### config.mk
export PLATFORM = sky130hd
export DESIGN_NAME = daa_readout_unpacker
export DESIGN_NICKNAME = d
export VERILOG_FILES = /design/src/rtl/daa_readout_unpacker.sv
export SDC_FILE = /design/constraint.sdc
export NUM_CORES = 1
export LEC_CHECK = 0
export ABC_AREA = 1
export CAP_MARGIN = 20
export CORE_AREA = 2 2 79 100
export DETAILED_ROUTE_END_ITERATION = 16
export DIE_AREA = 0 0 81 102
export PLACE_DENSITY = 0.86
export SYNTH_ARGS = -nofsm -noshare
export SYNTH_HDL_FRONTEND = slang
export SYNTH_SLANG_ARGS = --single-unit
### constraint.sdc
create_clock -name clk -period 1.81 [get_ports clk]
set_input_delay 0.2715 -clock clk [delete_from_list [all_inputs] [get_ports clk]]
set_output_delay 0.2715 -clock clk [all_outputs]
set_load 0.02 [all_outputs]
### src/rtl/daa_readout_unpacker.sv
// Reads one NE/DAA record over four word-select phases, reassembles mantissa, exponent and
// eResult, and presents the record on a valid/ready handshake together with mant*2^exp.
module daa_readout_unpacker #(
  parameter int unsigned SETTLE = 1
) (
  input  logic        clk,
  input  logic        rst,
  input  logic        start,
  input  logic [9:0]  ne_bus,
  output logic [1:0]  input_sel,
  output logic        ne_freeze,
  output logic        busy,
  output logic        out_valid,
  input  logic        out_ready,
  output logic [9:0]  mant,
  output logic [2:0]  exp,
  output logic [17:0] e_result,
  output logic [16:0] value,
  output logic        fmt_err,
  output logic [2:0]  dbg_state
);

  // Handshake: a record is transferred on a clock edge where out_valid and out_ready are both
  // high; out_valid stays high and the record stays stable until that edge.

  typedef enum logic [2:0] {
    S_IDLE = 3'd0,
    S_RD0  = 3'd1,
    S_RD1  = 3'd2,
    S_RD2  = 3'd3,
    S_RD3  = 3'd4,
    S_HOLD = 3'd5
  } state_t;

  localparam logic [2:0] LAST = 3'(SETTLE - 1);

  state_t      state_q, state_d;
  logic [2:0]  cnt_q, cnt_d;
  logic [9:0]  w0_q, w0_d, w1_q, w1_d, w2_q, w2_d;
  logic [9:0]  mant_q, mant_d;
  logic [2:0]  exp_q, exp_d;
  logic [17:0] e_result_q, e_result_d;
  logic [16:0] value_q, value_d;
  logic        fmt_err_q, fmt_err_d;
  logic [16:0] mant_ext;
  logic        capture;

  always_ff @(posedge clk or negedge rst) begin
    if (!rst) begin
      state_q    <= S_IDLE;
      cnt_q      <= '0;
      w0_q       <= '0;
      w1_q       <= '0;
      w2_q       <= '0;
      mant_q     <= '0;
      exp_q      <= '0;
      e_result_q <= '0;
      value_q    <= '0;
      fmt_err_q  <= 1'b0;
    end else begin
      state_q    <= state_d;
      cnt_q      <= cnt_d;
      w0_q       <= w0_d;
      w1_q       <= w1_d;
      w2_q       <= w2_d;
      mant_q     <= mant_d;
      exp_q      <= exp_d;
      e_result_q <= e_result_d;
      value_q    <= value_d;
      fmt_err_q  <= fmt_err_d;
    end
  end

  // Words 0..2 are staged so the visible record changes only once, on the word-3 capture.
  assign mant_ext = {{7{w0_q[9]}}, w0_q};
  assign capture  = (cnt_q == LAST);

  always_comb begin
    state_d    = state_q;
    cnt_d      = cnt_q;
    w0_d       = w0_q;
    w1_d       = w1_q;
    w2_d       = w2_q;
    mant_d     = mant_q;
    exp_d      = exp_q;
    e_result_d = e_result_q;
    value_d    = value_q;
    fmt_err_d  = fmt_err_q;
    case (state_q)
      S_IDLE: begin
        if (start) begin
          state_d = S_RD0;
          cnt_d   = '0;
        end
      end
      S_RD0, S_RD1, S_RD2, S_RD3: begin
        if (capture) begin
          cnt_d = '0;
          case (state_q)
            S_RD0:   begin w0_d = ne_bus; state_d = S_RD1; end
            S_RD1:   begin w1_d = ne_bus; state_d = S_RD2; end
            S_RD2:   begin w2_d = ne_bus; state_d = S_RD3; end
            default: begin
              mant_d     = w0_q;
              exp_d      = w1_q[2:0];
              e_result_d = {ne_bus[0], w2_q, w1_q[9:3]};
              value_d    = mant_ext << w1_q[2:0];
              fmt_err_d  = |ne_bus[9:1];
              state_d    = S_HOLD;
            end
          endcase
        end else begin
          cnt_d = cnt_q + 3'd1;
        end
      end
      S_HOLD: begin
        if (out_ready) state_d = S_IDLE;
      end
      default: state_d = S_IDLE;
    endcase
  end

  always_comb begin
    input_sel = 2'd0;
    case (state_q)
      S_RD1:   input_sel = 2'd1;
      S_RD2:   input_sel = 2'd2;
      S_RD3:   input_sel = 2'd3;
      default: input_sel = 2'd0;
    endcase
  end

  assign busy      = (state_q != S_IDLE);
  assign ne_freeze = busy;
  assign out_valid = (state_q == S_HOLD);
  assign mant      = mant_q;
  assign exp       = exp_q;
  assign e_result  = e_result_q;
  assign value     = value_q;
  assign fmt_err   = fmt_err_q;
  assign dbg_state = state_q;

endmodule

==> run summary, run 1 <==
status: finished, final reports clean
Final setup viols: 0
Placed Cells: 585
Worst Path Buf+Inv: 1
PwrDens: 1930 nW/um^2
CTS tree: done
final hold violation count: 0
Min-Delay Path Class: input port to async pin
Layout Cells excl Fill: 602
fin. max-slew vios: 0
Initial Util: 0.503
cell chain of the critical path: clkdlybuf4s50_1
routed wire length: 8.29 mm
Leakage: 2.36 nW
Post-Route Setup TNS: 0 ns
ranking of synthesized cells by area: dfrtp_1 57%, nand2_1 19%, o21ai_0 7.0%, nand3_1 4.7%, inv_1 2.9%
unique cell type count in the Yosys netlist: 22
ANT nets after route: 0
DR pass1 iterations: 5
routed vias: 3140
GP Congestion: 0.847
Post-Synthesis Net Count: 452
total die area: 8260 sq um
CP Capture Type: output pin
worst reg2reg startpoint: cnt_q[0]
combinational share of power: 0.453
flop-to-flop setup slack: 0.14 ns
drt drc: 0
initial antenna violation count: 0
largest net degree at the start of global routing: 40
TritonCTS buffer count: 9
ratio of final minimum period to clock period: 0.966
Sw Ratio: 0.409
Max Clock Freq: 572 MHz
GRT overflow: 0
Max VDD drop: 0.969 mV
RSZ-0062 raised after global routing: no
# H-tree levels: 3
number of diodes: 0
WL per Instance: 13.8 um
Slew @ Worst Pin: 0.489 ns
Clock Tree Buf Depth: 2
first-pass GRT wire length: 13.9 mm
Port Buf Inserts: 70
number of max-cap violations: 0
Worst-path clk slew: 0.08 ns
# Post-CTS Setup Buffers: 0
DP HPWL: 5.91 mm
Sequential Power Share: 0.365
Rel. slew slack: 0.674
Yosys top cell area share: 0.575
Die Ht: 102 um
later-pin clock latency in the skew report: 0.35 ns
critical path class: flip-flop to output pin
Synth warnings: 0
layout cell share with drive strength beyond 1: 0.0765
Initial DRC Count: 178
crit path launch type: flip-flop
CTS sink count: 84
clock power share: 0.182
Synth Cell Area: 3660 sq um
Final Total Pwr: 8.99 mW
Syn Inst Count: 436
Core Region: 7270 sq um
worst hold margin: 0.424 ns
Net count, final: 521
CP max FO: 10
gr usage total: 0.218
clock skew: 0.0106 ns
Crit path max-delay family: buffers and inverters
area leader, netlist: dfrtp_1
register bit count reported by yosys: 84
worst r2r path cells: 8
Req. time, crit path: 1.54 ns
highest cell delay on the worst timing path: 0.65 ns
post-synthesis sequential area ratio: 0.575
Syn-to-layout area delta: 27.6%
Rows: 35
die width: 81 um
critical path arrival: 1.48 ns
I/O pin total: 71
reg2reg end: exp[0]
internal power: 5.32 mW
sw power: 3.68 mW
vias in the first global route: 3113
crit path time final: 1.75 ns
Root Buffer: clkbuf_8
syn_area_per_cell: 8.39 sq um
via/cell ratio: 5.22
CP max-delay cell: clkdlybuf4s50_1
[layout make-up]
class,count,area (sq um)
clock inverter,4,95.1
fill,630,2600
clock buffer,12,155
timing repair buffer,80,769
tap,92,115
multi-input combinational,298,1310
inverter,32,120
sequential,84,2100
[synthesized netlist by cell type]
cell type    n
buf_6        2
buf_2       10
nor2_2       1
dfrtp_1     84
o21ai_0     51
clkinv_1     2
nor2_1       8
nand4_1      4
clkbuf_1     5
nor3_1       1
nor2_4       4
ha_1         2
inv_2        2
buf_4        4
xnor2_1      1
nand3b_1     1
inv_1       28
nand3_1     34
a21oi_1      1
clkbuf_2     1
nand3_4      1
nand2_1    189
[how the worst max path moves through the flow]
stage / startpoint / to / slack (ns) / cells after the start
floorplan: dbg_state[1] / dbg_state[2] / 0.31 / 7
global placement: dbg_state[1] / input_sel[1] / 0.11 / 4
detailed placement: dbg_state[0] / input_sel[1] / 0.07 / 4
CTS: dbg_state[1] / busy / 0.007 / 3
global route: cnt_q[0] / value[12] / 0.002 / 8
finish: dbg_state[1] / dbg_state[1] / 0.06 / 1
[layer usage]
layer  GRT usage  part of all wire
met4      0.0952             0.023
met5           0                 0
met3      0.0592             0.061
met1       0.257              0.40
met2       0.374              0.51
[power by group through the flow]
stage	Clock, mW	Sequential [mW]	Combinational (mW)
floorplan	0	3.70	2.04
global placement	0	3.25	3.95
detailed placement	0	3.29	4.09
CTS	1.65	3.27	4.11
global route	1.75	3.37	4.50
finish	1.64	3.28	4.07
[sequential cells by signal (all words and copies together), names as in the netlist]
register   flops
mant          10
fmt_err        1
cnt_q          3
w0_q          10
exp            3
value         16
w1_q          10
e_result      18
w2_q          10
dbg_state      3
[stage by stage]
step | area, sq um | utilization | worst slack [ns]
3_5_place_dp | 4430 | 0.609 | 0.0668
3_3_place_gp | 4430 | 0.609 | 0.112
4_1_cts | 4680 | 0.644 | 0.00725
6_report | 4670 | 0.642 | 0.0607
5_1_grt | 4670 | 0.642 | 0.00180
2_1_floorplan | 3660 | - | 0.313
[logic make-up (layout without fill, tap and decap cells)]
| logic type | Yosys count | after routing | synth area share |
|---|---|---|---|
| AND/OR/NAND/NOR | 243 | 243 | 0.278 |
| flip-flops | 84 | 84 | 0.575 |
| buffers and inverters | 54 | 128 | 0.0674 |
| AO/OA/AOI/OAI | 52 | 52 | 0.0711 |
| adder cells (fa/ha/maj) | 2 | 2 | 0.00684 |
| XOR/XNOR | 1 | 1 | 0.00239 |
[what timing repair did]
action	4_1_cts	5_1_grt
gates resized for setup	9	9
gates cloned	0	0
hold buffers	1	0
setup endpoints to repair	8	6
hold endpoints to repair	37	0
[placed cells by master, fill, tap and decap left out, drive strengths merged, types with 2 or more instances in the layout]
cell,instances
buf,10
nand4,4
inv,30
dfrtp,84
nand2,189
nor2,13
o21ai,51
nand3,35
bufinv,3
clkinv,3
clkdlybuf4s50,62
clkbuf,16
ha,2
Note: power is estimated with default switching activity, not from simulation.
==> run 2: changes to the inputs <==
- CELL_PAD_IN_SITES_DETAIL_PLACEMENT: not set -> 1
- CELL_PAD_IN_SITES_GLOBAL_PLACEMENT: not set -> 1
- CORE_AREA: 2 2 79 100 -> 2 2 102 129
- DIE_AREA: 0 0 81 102 -> 0 0 104 131
- MAX_ROUTING_LAYER: not set -> met4
- PLACE_DENSITY: 0.86 -> 0.73
==> run 2 against run 1 <==
Net effect: hold slack improved by 0.020 ns; routed wire length is 22% higher; non-clock buffer count is 15 higher; power grew 3.8%; clock power grew 7%; fmax rose by 0.32%; register-to-register slack lost 0.02 ns; clock skew shrank 0.0027 ns; highest routed layer unchanged.
==> run summary, run 2 (synthesis gave the netlist of run 1 again) <==
WL per Instance: 14.5 um (was 13.8 um)
Final Total Pwr: 9.33 mW (was 8.99 mW)
GP Congestion: 0.845 (was 0.847)
later-pin clock latency in the skew report: 0.34 ns (was 0.35 ns)
I/O pin total: 71 (unchanged)
PwrDens: 1890 nW/um^2 (was 1930 nW/um^2)
Req. time, crit path: 1.54 ns (about the same)
Leakage: 2.44 nW (was 2.36 nW)
Clock Tree Buf Depth: 2 (unchanged)
DR pass1 iterations: 4 (was 5)
CP Capture Type: output pin (unchanged)
Post-Route Setup TNS: 0 ns (unchanged)
Net count, final: 537 (was 521)
ratio of final minimum period to clock period: 0.963 (was 0.966)
CP max FO: 8 (was 10)
Slew @ Worst Pin: 0.500 ns (was 0.489 ns)
worst r2r path cells: 8 (unchanged)
max FFs per register: 18 (unchanged)
initial antenna violation count: 0 (unchanged)
Root Buffer: clkbuf_16 (was clkbuf_8)
vias in the first global route: 3281 (was 3113)
critical path class: flip-flop to output pin (unchanged)
CTS tree: done (unchanged)
routed vias: 3152 (was 3140)
number of max-cap violations: 0 (unchanged)
status: finished, final reports clean (unchanged)
routed wire length: 10.1 mm (was 8.29 mm)
drt drc: 0 (unchanged)
Final setup viols: 0 (unchanged)
crit path launch type: flip-flop (unchanged)
die width: 104 um (was 81 um)
fin. max-slew vios: 0 (unchanged)
CTS sink count: 84 (unchanged)
TritonCTS buffer count: 9 (unchanged)
Max Clock Freq: 573 MHz (was 572 MHz)
Layout Cells excl Fill: 694 (was 602)
total die area: 13600 sq um (was 8260 sq um)
most common cell after layout, fill and taps aside: nand2_1 (unchanged)
Min-Delay Path Class: input port to async pin (unchanged)
critical path arrival: 1.47 ns (was 1.48 ns)
Placed Cells: 661 (was 585)
via/cell ratio: 4.54 (was 5.22)
Initial Util: 0.294 (was 0.503)
layout cell share with drive strength beyond 1: 0.103 (was 0.0765)
clock skew: 0.00795 ns (was 0.0106 ns)
largest net degree at the start of global routing: 51 (was 40)
GRT overflow: 0 (unchanged)
# H-tree levels: 3 (unchanged)
Max VDD drop: 0.668 mV (was 0.969 mV)
Rel. slew slack: 0.666 (was 0.674)
Initial DRC Count: 110 (was 178)
crit path time final: 1.74 ns (was 1.75 ns)
Port Buf Inserts: 70 (unchanged)
most frequent cells in the layout: 189 x nand2_1, 82 x dfrtp_1, 62 x clkdlybuf4s50_1, 51 x o21ai_0, 34 x nand3_1 (unchanged)
Die Ht: 131 um (was 102 um)
ANT nets after route: 0 (unchanged)
final hold violation count: 0 (unchanged)
gr usage total: 0.158 (was 0.218)
number of diodes: 0 (unchanged)
Core Region: 12400 sq um (was 7270 sq um)
first-pass GRT wire length: 16.6 mm (was 13.9 mm)
Rows: 46 (was 35)
Syn-to-layout area delta: 34.7% (was 27.6%)
RSZ-0062 raised after global routing: yes (was no)
Worst-path clk slew: 0.07 ns (was 0.08 ns)
DP HPWL: 7.19 mm (was 5.91 mm)
-- run 2: changes by cell type in the layout (fill, tap and decap cells not counted), sizes merged --
cell and delta:
buf +16, clkbuf -5, bufinv -3, clkinvlp +3
dlygate4sd2 +3, clkinv +2, clkdlybuf4s15 -1, nor2 +1
-- run 2: path summary, 6_finish.rpt --
kind	startpoint	to	slack, ns
max	dbg_state[1]	ne_freeze	0.07
min	rst	value[13]	0.44
max reg2reg	cnt_q[1]	value[8]	0.12
min reg2reg	value[1]	value[1]	0.48
max in group asynchronous	rst	dbg_state[1]	0.71
min in group clk	value[1]	value[1]	0.48
-- run 2: critical path: stages, from the launching register on --
cell and delay, ns:
dfrtp_2 0.47, nor2_4 0.18, nand2_1 0.13, dlygate4sd2_1 0.35
-- run 2: per-stage QoR --
stage / utilization / instance area (sq um) / hold WS, ns / setup WS, ns
floorplan: - / 3660 / -0.0241 / 0.313
global placement: 0.364 / 4520 / 0.256 / 0.107
detailed placement: 0.364 / 4520 / 0.265 / 0.0285
CTS: 0.387 / 4820 / 0.444 / 0.0258
global route: 0.396 / 4930 / 0.480 / -0.0478
finish: 0.396 / 4930 / 0.444 / 0.0663
-- run 2: repair_timing --
action                                  4_1_cts  5_1_grt
pin swaps                                     0        2
hold endpoints to repair                     34        0
cloned                                        0        1
hold buffers                                  1        0
endpoints found under the setup margin        8       53
buffers inserted                              0       15
gates resized for setup                      10        5
-- run 2: power by group --
part           switching (mW)  internal [mW]  total, mW
Clock                   0.772          0.976       1.75
Combinational            2.56           1.77       4.33
Sequential              0.543           2.71       3.25
-- run 2: routing by layer --
metal	GRT usage	share of wire	vias up	wire length, um
met5	-	0	-	0
met4	0.0548	0.011	0	110
met3	0.0392	0.036	13	367
met2	0.266	0.52	57	5240
met1	0.185	0.43	1538	4360
li1	-	-	1544	-
-- run 2: cell type report --
cell class              count  area (sq um)
repair buffers             95           888
fillers                  1510          7500
well taps                 168           210
flip-flops and latches     84          2100
clock inverters             6          48.8
clock buffers              10           239
multi-input cells         299          1320
inverters                  32           121
==> run 3: changes to the inputs <==
- CORE_AREA: 2 2 102 129 -> 5 5 105 132
- DIE_AREA: 0 0 104 131 -> 0 0 110 137
- HOLD_SLACK_MARGIN: not set -> 0.1
==> run 3 against run 2 <==
Net effect: non-clock buffer count down 13; routed wire length fell by 4.6%; largest cell class unchanged; combinational power is 4% lower; die area up 11%; clock power increased by 7%.
==> run summary, run 3 (synthesis gave the netlist of run 1 again) <==
Slew @ Worst Pin: 0.457 ns (was 0.500 ns)
reg2reg end: value[12] (was value[8])
Leakage: 2.39 nW (was 2.44 nW)
TritonCTS buffer count: 9 (unchanged)
number of max-cap violations: 0 (unchanged)
cell chain of the critical path: clkdlybuf4s50_1 (was nor2_4, nand2_1, dlygate4sd2_1)
Initial DRC Count: 90 (was 110)
Syn-to-layout area delta: 32.4% (was 34.7%)
Worst-path clk slew: 0.06 ns (was 0.07 ns)
crit path launch type: flip-flop (unchanged)
Max VDD drop: 0.901 mV (was 0.668 mV)
worst reg2reg startpoint: cnt_q[0] (was cnt_q[1])
Post-Route Setup TNS: 0 ns (unchanged)
number of diodes: 0 (unchanged)
setup ws final: 0.0625 ns (was 0.0663 ns)
GRT overflow: 0 (unchanged)
ratio of final minimum period to clock period: 0.965 (was 0.963)
Worst Path Buf+Inv: 1 (unchanged)
CP max FO: 10 (was 8)
highest cell delay on the worst timing path: 0.66 ns (was 0.47 ns)
GP Congestion: 0.888 (was 0.845)
initial antenna violation count: 0 (unchanged)
Initial Util: 0.293 (was 0.294)
Rel. slew slack: 0.695 (was 0.666)
Die Ht: 137 um (was 131 um)
ANT nets after route: 0 (unchanged)
critical path arrival: 1.48 ns (was 1.47 ns)
Port Buf Inserts: 70 (unchanged)
Root Buffer: clkbuf_16 (unchanged)
DR pass1 iterations: 4 (unchanged)
DP HPWL: 7.34 mm (was 7.19 mm)
Place WS: 0.0421 ns (was 0.0285 ns)
worst r2r path cells: 8 (unchanged)
I/O pin total: 71 (unchanged)
routed wire length: 9.61 mm (was 10.1 mm)
status: finished, final reports clean (unchanged)
CP Capture Type: output pin (unchanged)
layout cell share with drive strength beyond 1: 0.0762 (was 0.103)
first-pass GRT wire length: 15.9 mm (was 16.6 mm)
max FFs per register: 18 (unchanged)
Placed Cells: 663 (was 661)
later-pin clock latency in the skew report: 0.34 ns (about the same)
Layout Cells excl Fill: 680 (was 694)
die width: 110 um (was 104 um)
CTS tree: done (unchanged)
Max Clock Freq: 572 MHz (was 573 MHz)
RSZ-0062 raised after global routing: no (was yes)
CTS sink count: 84 (unchanged)
total die area: 15100 sq um (was 13600 sq um)
gr usage total: 0.139 (was 0.158)
# Post-CTS Setup Buffers: 0 (unchanged)
most common cell after layout, fill and taps aside: nand2_1 (unchanged)
via/cell ratio: 4.47 (was 4.54)
fin. max-slew vios: 0 (unchanged)
flop-to-flop setup slack: 0.13 ns (was 0.12 ns)
PwrDens: 1910 nW/um^2 (was 1890 nW/um^2)
Crit path max-delay family: buffers and inverters (was flip-flops)
clock skew: 0.00680 ns (was 0.00795 ns)
critical path class: flip-flop to output pin (unchanged)
vias in the first global route: 3246 (was 3281)
CP max-delay cell: clkdlybuf4s50_1 (was dfrtp_2)
Req. time, crit path: 1.54 ns (about the same)
largest net degree at the start of global routing: 36 (was 51)
WL per Instance: 14.1 um (was 14.5 um)
drt drc: 0 (unchanged)
most frequent cells in the layout: 189 x nand2_1, 82 x dfrtp_1, 62 x clkdlybuf4s50_1, 51 x o21ai_0, 34 x nand3_1 (unchanged)
# H-tree levels: 3 (unchanged)
Net count, final: 523 (was 537)
Clock Tree Buf Depth: 2 (unchanged)
routed vias: 3040 (was 3152)
final hold violation count: 0 (unchanged)
Min-Delay Path Class: input port to async pin (unchanged)
Final setup viols: 0 (unchanged)
Rows: 46 (unchanged)
Core Region: 12500 sq um (was 12400 sq um)
crit path time final: 1.75 ns (was 1.74 ns)
[run 3: cell types whose count changed in the layout (fill, tap and decap cells not counted), sizes merged, moves of 2 or more]
cell	change
buf	-14
dlygate4sd2	-2
clkinvlp	-2
clkdlybuf4s15	+2
clkbuf	+3
[run 3: per-stage QoR]
| stage | power, mW | util | hold WS [ns] | area, sq um |
|---|---|---|---|---|
| finish | 9.26 | 0.388 | 0.412 | 4840 |
| global route | 9.98 | 0.388 | 0.463 | 4840 |
| CTS | 9.42 | 0.388 | 0.421 | 4850 |
| detailed placement | 7.52 | 0.363 | 0.258 | 4540 |
| global placement | 7.38 | 0.363 | 0.249 | 4540 |
| floorplan | 5.74 | - | -0.0241 | 3660 |
[run 3: worst max-delay path by stage]
stage / slack, ns / end / startpoint / cells past startpoint
after floorplan: 0.31 / dbg_state[2] / dbg_state[1] / 7
after global placement: 0.09 / input_sel[1] / dbg_state[1] / 4
after detailed placement: 0.04 / input_sel[1] / dbg_state[1] / 4
after CTS: 0.003 / input_sel[1] / dbg_state[1] / 4
after global routing: 0.009 / ne_freeze / dbg_state[1] / 3
final: 0.06 / dbg_state[1] / dbg_state[1] / 1
[run 3: area by class of cell]
class | count | area, sq um
Fill cell | 1481 | 7650
Sequential cell | 84 | 2100
Multi-Input combinational cell | 298 | 1310
Timing Repair Buffer | 82 | 793
Clock buffer | 12 | 256
Tap cell | 168 | 210
Inverter | 32 | 120
Clock inverter | 4 | 47.5
[run 3: timing repair]
item                                    4_1_cts  5_1_grt
hold endpoints to repair                     32        0
hold buffers                                  1        0
endpoints found under the setup margin        8        5
resized for setup                             9        6
[run 3: routing by layer]
layer | share of wire | up-vias | global-route usage
met2 | 0.53 | 57 | 0.239
met5 | 0 | - | -
met3 | 0.047 | 16 | 0.0373
li1 | - | 1505 | -
met1 | 0.40 | 1462 | 0.151
met4 | 0.019 | 0 | 0.0547
[run 3: worst register-to-register path, delay by kind of cell (launching register included)]
| kind | cells | cell delay (ns) |
|---|---|---|
| and+or+nand+nor | 5 | 0.92 |
| adders and majority gates | 1 | 0.14 |
| DFF | 1 | 0.41 |
| buffers and inverters | 2 | 0.13 |
[run 3: report_power, final]
part / leakage [nW] / internal, mW / switching (mW)
clock network: 0.149 / 1.14 / 0.739
logic: 1.19 / 1.66 / 2.48
registers: 1.06 / 2.71 / 0.539
total: 2.39 / 5.51 / 3.76
==> patch 1: new RTL, flow settings as in run 3 <==
Take the reset off `w1_q` and load it in a clocked block of its own.
--- a/src/rtl/daa_readout_unpacker.sv
+++ b/src/rtl/daa_readout_unpacker.sv
@@ -52,3 +52,2 @@
       w0_q       <= '0;
-      w1_q       <= '0;
       w2_q       <= '0;
@@ -63,3 +62,2 @@
       w0_q       <= w0_d;
-      w1_q       <= w1_d;
       w2_q       <= w2_d;
@@ -71,2 +69,6 @@
     end
+  end
+
+  always_ff @(posedge clk) begin
+    w1_q <= w1_d;
   end
Check against the original RTL: no difference found for any inputs over 10 cycles, from zero or initial values and one cycle with rst low; that may be too few to reach the edited logic, so the function may still have changed.
==> patch 1 against run 3 <==
Die area unchanged. Worst setup slack improved by 15 ps. Wire length is 1.8% higher. Clock skew rose by 0.66 ps. Non-clock buffer count grew 3. Sequential cell count did not move. Synthesized cell count fell by 9.2%. Final cell count is 5.1% lower. Final area grew 0.59%. Power down 4.2%. Area after synthesis is 0.44% lower. Register-to-register slack better by 50 ps. Critical path type unchanged.
==> patch 1: results (changes against run 3) <==
.. list-table::
   :header-rows: 1

   * - Metric
     - Value
   * - Run status
     - finished clean
   * - Number of clock buffers in the layout
     - 10 (-2)
   * - Post-synthesis adder-cell area fraction
     - 0.687% (+0.0031 points)
   * - Post-CTS setup buffers
     - 1 (+1)
   * - Post-Synthesis Cells
     - 396 (-9.2%)
   * - Category of cells accounting for the largest share of critical-path delay
     - flip-flops
   * - Number of synthesized flops with an enable pin
     - 10 (+10)
   * - Clock network area share
     - 6.01% (-0.27 points)
   * - Post-synthesis sequential area ratio
     - 59.1% (+1.6 points)
   * - Post-route design area
     - 4870 um^2 (+0.59%)
   * - Global-route wire length before repair
     - 16300 um (+3.0%)
   * - Worst reg2reg setup slack
     - 180 ps (+50 ps)
   * - Critical path peak fanout
     - 6 (-4)
   * - Post-cts gate resize count
     - 12 (+3)
   * - FILL cells
     - 1447 (-2.3%)
   * - Total placed cells including tap cells
     - 627 (-5.4%)
   * - Register-to-Register Path Depth
     - 6 (-2)
   * - Via count
     - 2918 (-4.0%)
   * - Top cells by area in the synthesized netlist
     - sky130_fd_sc_hd__dfrtp_1 51%, sky130_fd_sc_hd__nand2_1 16%, sky130_fd_sc_hd__edfxtp_1 8.2%, sky130_fd_sc_hd__o21ai_0 5.1%, sky130_fd_sc_hd__inv_1 3.3%
   * - XOR/XNOR share of the synthesized area
     - 0% (-0.24 points)
   * - Setup slack of the critical path after layout
     - 77.1 ps (+14.6 ps)
   * - Leak
     - 2.32 nW (-3.1%)
   * - Max-slew violation count
     - 0 (unchanged)
   * - Net count after synthesis
     - 412 (-8.8%)
   * - DRC marker count from the first detailed-route iteration
     - 77 (-14%)
   * - Area share of the largest cell type after synthesis
     - 50.8% (-6.6 points)
   * - Global-route total usage across every layer
     - 14.4% (+0.53 points)
   * - Portion of the layout cell area used by non-clock buffers
     - 17.2% (+0.78 points)
   * - Complex-gate fraction of the synthesized area
     - 9.24% (+2.1 points)
   * - Multi-input combinational cell count
     - 256 (-14%)
   * - Share of flip-flops with an asynchronous set or reset after synthesis
     - 88.1% (-12 points)
   * - Max Clock Skew
     - 7.46 ps (+0.657 ps)
   * - Total detailed-routing wirelength
     - 9780 um (+1.8%)
   * - Slowest CP cell
     - sky130_fd_sc_hd__dfrtp_2
   * - End of the critical path
     - out_valid
   * - Multi-input logic portion of the cell area
     - 25.4% (-1.7 points)
   * - Reg2Reg Capture Point
     - w2_q[4]$_DFFE_PN0P_
   * - Proportion of synthesized area in mux cells
     - 0.824% (+0.82 points)
   * - Worst path max stage delay
     - 490 ps (-170 ps)
   * - Routed vias/inst
     - 4.52 (+1.2%)
   * - Most frequent cells after synthesis
     - 151 x sky130_fd_sc_hd__nand2_1, 74 x sky130_fd_sc_hd__dfrtp_1, 37 x sky130_fd_sc_hd__o21ai_0, 32 x sky130_fd_sc_hd__inv_1, 13 x sky130_fd_sc_hd__o21ai_1
   * - Ratio of cells with drive above 1 in the final layout
     - 11.1% (+3.5 points)
   * - Maximum number of pins on one net before global-route repair
     - 62 (+72%)
[patch 1: how the worst min path moves through the flow]
stage | startpoint | to | slack (ps) | cells after the start
global placement | rst | dbg_state[1]$_DFFE_PN0P_ | 250 | 1
CTS | rst | cnt_q[2]$_DFFE_PN0P_ | 440 | 2
detailed placement | rst | dbg_state[1]$_DFFE_PN0P_ | 260 | 1
floorplan | rst | cnt_q[0]$_DFFE_PN0P_ | -20 | 0
global route | rst | cnt_q[2]$_DFFE_PN0P_ | 480 | 2
finish | rst | cnt_q[2]$_DFFE_PN0P_ | 450 | 2
[patch 1: power breakdown]
part | leakage [nW] | internal [mW] | switching (mW)
Sequential | 1.03 | 2.70 | 0.504
Clock | 0.141 | 1.09 | 0.710
Combinational | 1.15 | 1.61 | 2.26
[patch 1: routing by layer]
metal / global-route usage (%) / vias to the layer above / wire length (um)
li1: - / 1417 / -
met2: 25.2 / 46 / 5250
met4: 4.78 / 0 / 125
met1: 16.8 / 1445 / 4160
met5: - / - / 0
met3: 2.12 / 10 / 247
==> patch 2: new RTL, config.mk and constraints of run 3 <==
Without the edit above. Reset style: synchronous (`rst`), changed in one clocked block.
--- a/src/rtl/daa_readout_unpacker.sv
+++ b/src/rtl/daa_readout_unpacker.sv
@@ -47,3 +47,3 @@
 
-  always_ff @(posedge clk or negedge rst) begin
+  always_ff @(posedge clk) begin
     if (!rst) begin
Function: differs if rst is asserted again (counterexample within 4 cycles, from zero or initial values and one cycle with rst low); with rst held inactive, the same outputs for 10 cycles.
==> patch 2 against run 3 <==
Maximum frequency up 2.2%. Power down 17%. Wire length up 10%. Sequential cell count unchanged. Final area down 4.1%. Critical path type unchanged. Worst setup slack better by 38 ps. Combinational power down 25%. Area after synthesis down 4.5%. Largest power group unchanged.
==> patch 2: results (changes against run 3) <==
.. list-table::
   :header-rows: 1

   * - Metric
     - Value
   * - Most used flip-flop cell after synthesis
     - sky130_fd_sc_hd__dfxtp_1
   * - Placer congestion estimate
     - 0.844 (-4.9%)
   * - Half-perimeter wire length after detailed placement
     - 7870 um (+7.2%)
   * - Number of nets at the end of the flow
     - 569 (+8.8%)
   * - Share of flip-flops with an asynchronous set or reset after synthesis
     - 0% (-100 points)
   * - Post-cts gate resize count
     - 8 (-1)
   * - Critical path peak fanout
     - 8 (-2)
   * - Relative contribution of combinational cells to total power
     - 40.7% (-4.0 points)
   * - Maximum number of pins on one net before global-route repair
     - 61 (+69%)
   * - Post-synthesis sequential area ratio
     - 48.2% (-9.3 points)
   * - Complex-gate fraction of the synthesized area
     - 14.3% (+7.1 points)
   * - Reg2Reg Capture Point
     - w1_q[2]$_SDFFE_PN0P_
   * - Wire per inst
     - 14.6 um (+3.1%)
   * - DRC marker count from the first detailed-route iteration
     - 214 (+140%)
   * - Most frequent cells after synthesis
     - 108 x sky130_fd_sc_hd__nor2_1, 94 x sky130_fd_sc_hd__nand2_1, 84 x sky130_fd_sc_hd__dfxtp_1, 50 x sky130_fd_sc_hd__o21ai_0, 33 x sky130_fd_sc_hd__a21oi_1
   * - Run status
     - finished clean
   * - Global-route wire length before repair
     - 17100 um (+7.9%)
   * - XOR/XNOR share of the synthesized area
     - 0.251% (+0.011 points)
   * - Final cell count without fillers
     - 726 (+6.8%)
   * - Critical Path Source
     - dbg_state[0]$_SDFFE_PN0P_
   * - Reg2reg start
     - cnt_q[0]$_SDFFE_PN0P_
   * - Max Clock Skew
     - 6.07 ps (-0.733 ps)
   * - Peak supply drop
     - 0.696 mV (-23%)
   * - Routed vias/inst
     - 4.60 (+2.8%)
   * - Number of global-route vias before repair
     - 3484 (+7.3%)
   * - Register-to-Register Path Depth
     - 7 (-1)
   * - Switching power as a share of total power
     - 39.7% (-0.85 points)
   * - Post-synthesis adder-cell area fraction
     - 0.717% (+0.033 points)
   * - Net count after synthesis
     - 505 (+12%)
   * - Global-route total usage across every layer
     - 15.1% (+1.2 points)
   * - End of the critical path
     - input_sel[0]
   * - Ratio of cells with drive above 1 in the final layout
     - 8.24% (+0.63 points)
   * - Top cells by area in the synthesized netlist
     - sky130_fd_sc_hd__dfxtp_1 48%, sky130_fd_sc_hd__nor2_1 12%, sky130_fd_sc_hd__nand2_1 10%, sky130_fd_sc_hd__o21ai_0 7.2%, sky130_fd_sc_hd__a21oi_1 4.7%
[patch 2: cell count changes after synthesis, sizes merged, moves of 13 or more]
| cell | before | now |
|---|---|---|
| dfrtp | 84 | 0 |
| a21oi | 1 | 33 |
| dfxtp | 0 | 84 |
| nand2 | 189 | 98 |
| nor2 | 13 | 113 |
| o21ai | 51 | 64 |
[patch 2: metrics by stage]
| stage | hold slack [ps] | worst slack (ps) | util (%) | area, um^2 |
|---|---|---|---|---|
| after floorplan | 406 | 376 | - | 3490 |
| after global placement | 460 | 92.8 | 34.7 | 4330 |
| after detailed placement | 465 | 120 | 34.7 | 4330 |
| after CTS | 287 | 77.1 | 37.1 | 4630 |
| after global routing | 307 | 6.27 | 37.2 | 4640 |
| final | 287 | 101 | 37.2 | 4640 |
[patch 2: layout make-up]
cell class                 count  share of cell area [%]
inverter                      33                    2.67
timing repair buffer          79                    16.5
multi-input combinational    346                    33.5
sequential                    84                    36.3
tap                          168                    4.53
clock buffer                  12                    5.52
clock inverter                 4                    1.02
[patch 2: worst max-delay path: stages (launching register included)]
cell and delay, ps:
sky130_fd_sc_hd__dfxtp_2 370, sky130_fd_sc_hd__nor2_4 190, sky130_fd_sc_hd__nand2_2 110, sky130_fd_sc_hd__nand2_1 80
sky130_fd_sc_hd__dlygate4sd2_1 340
[patch 2: cell families after synthesis]
logic type | count (synthesis)
buffers and inverters | 59
xor gates and xnor gates | 1
AOI/OAI and AO/OA | 98
DFF | 84
and+or+nand+nor | 245
adders and majority gates | 2
[patch 2: metal layers]
layer / vias to the layer above / GRT usage [%] / wire length [um]
met5: - / - / 0
met4: 0 / 5.54 / 234
met3: 15 / 3.73 / 452
met2: 64 / 26.1 / 5410
met1: 1572 / 16.5 / 4480
li1: 1687 / - / -
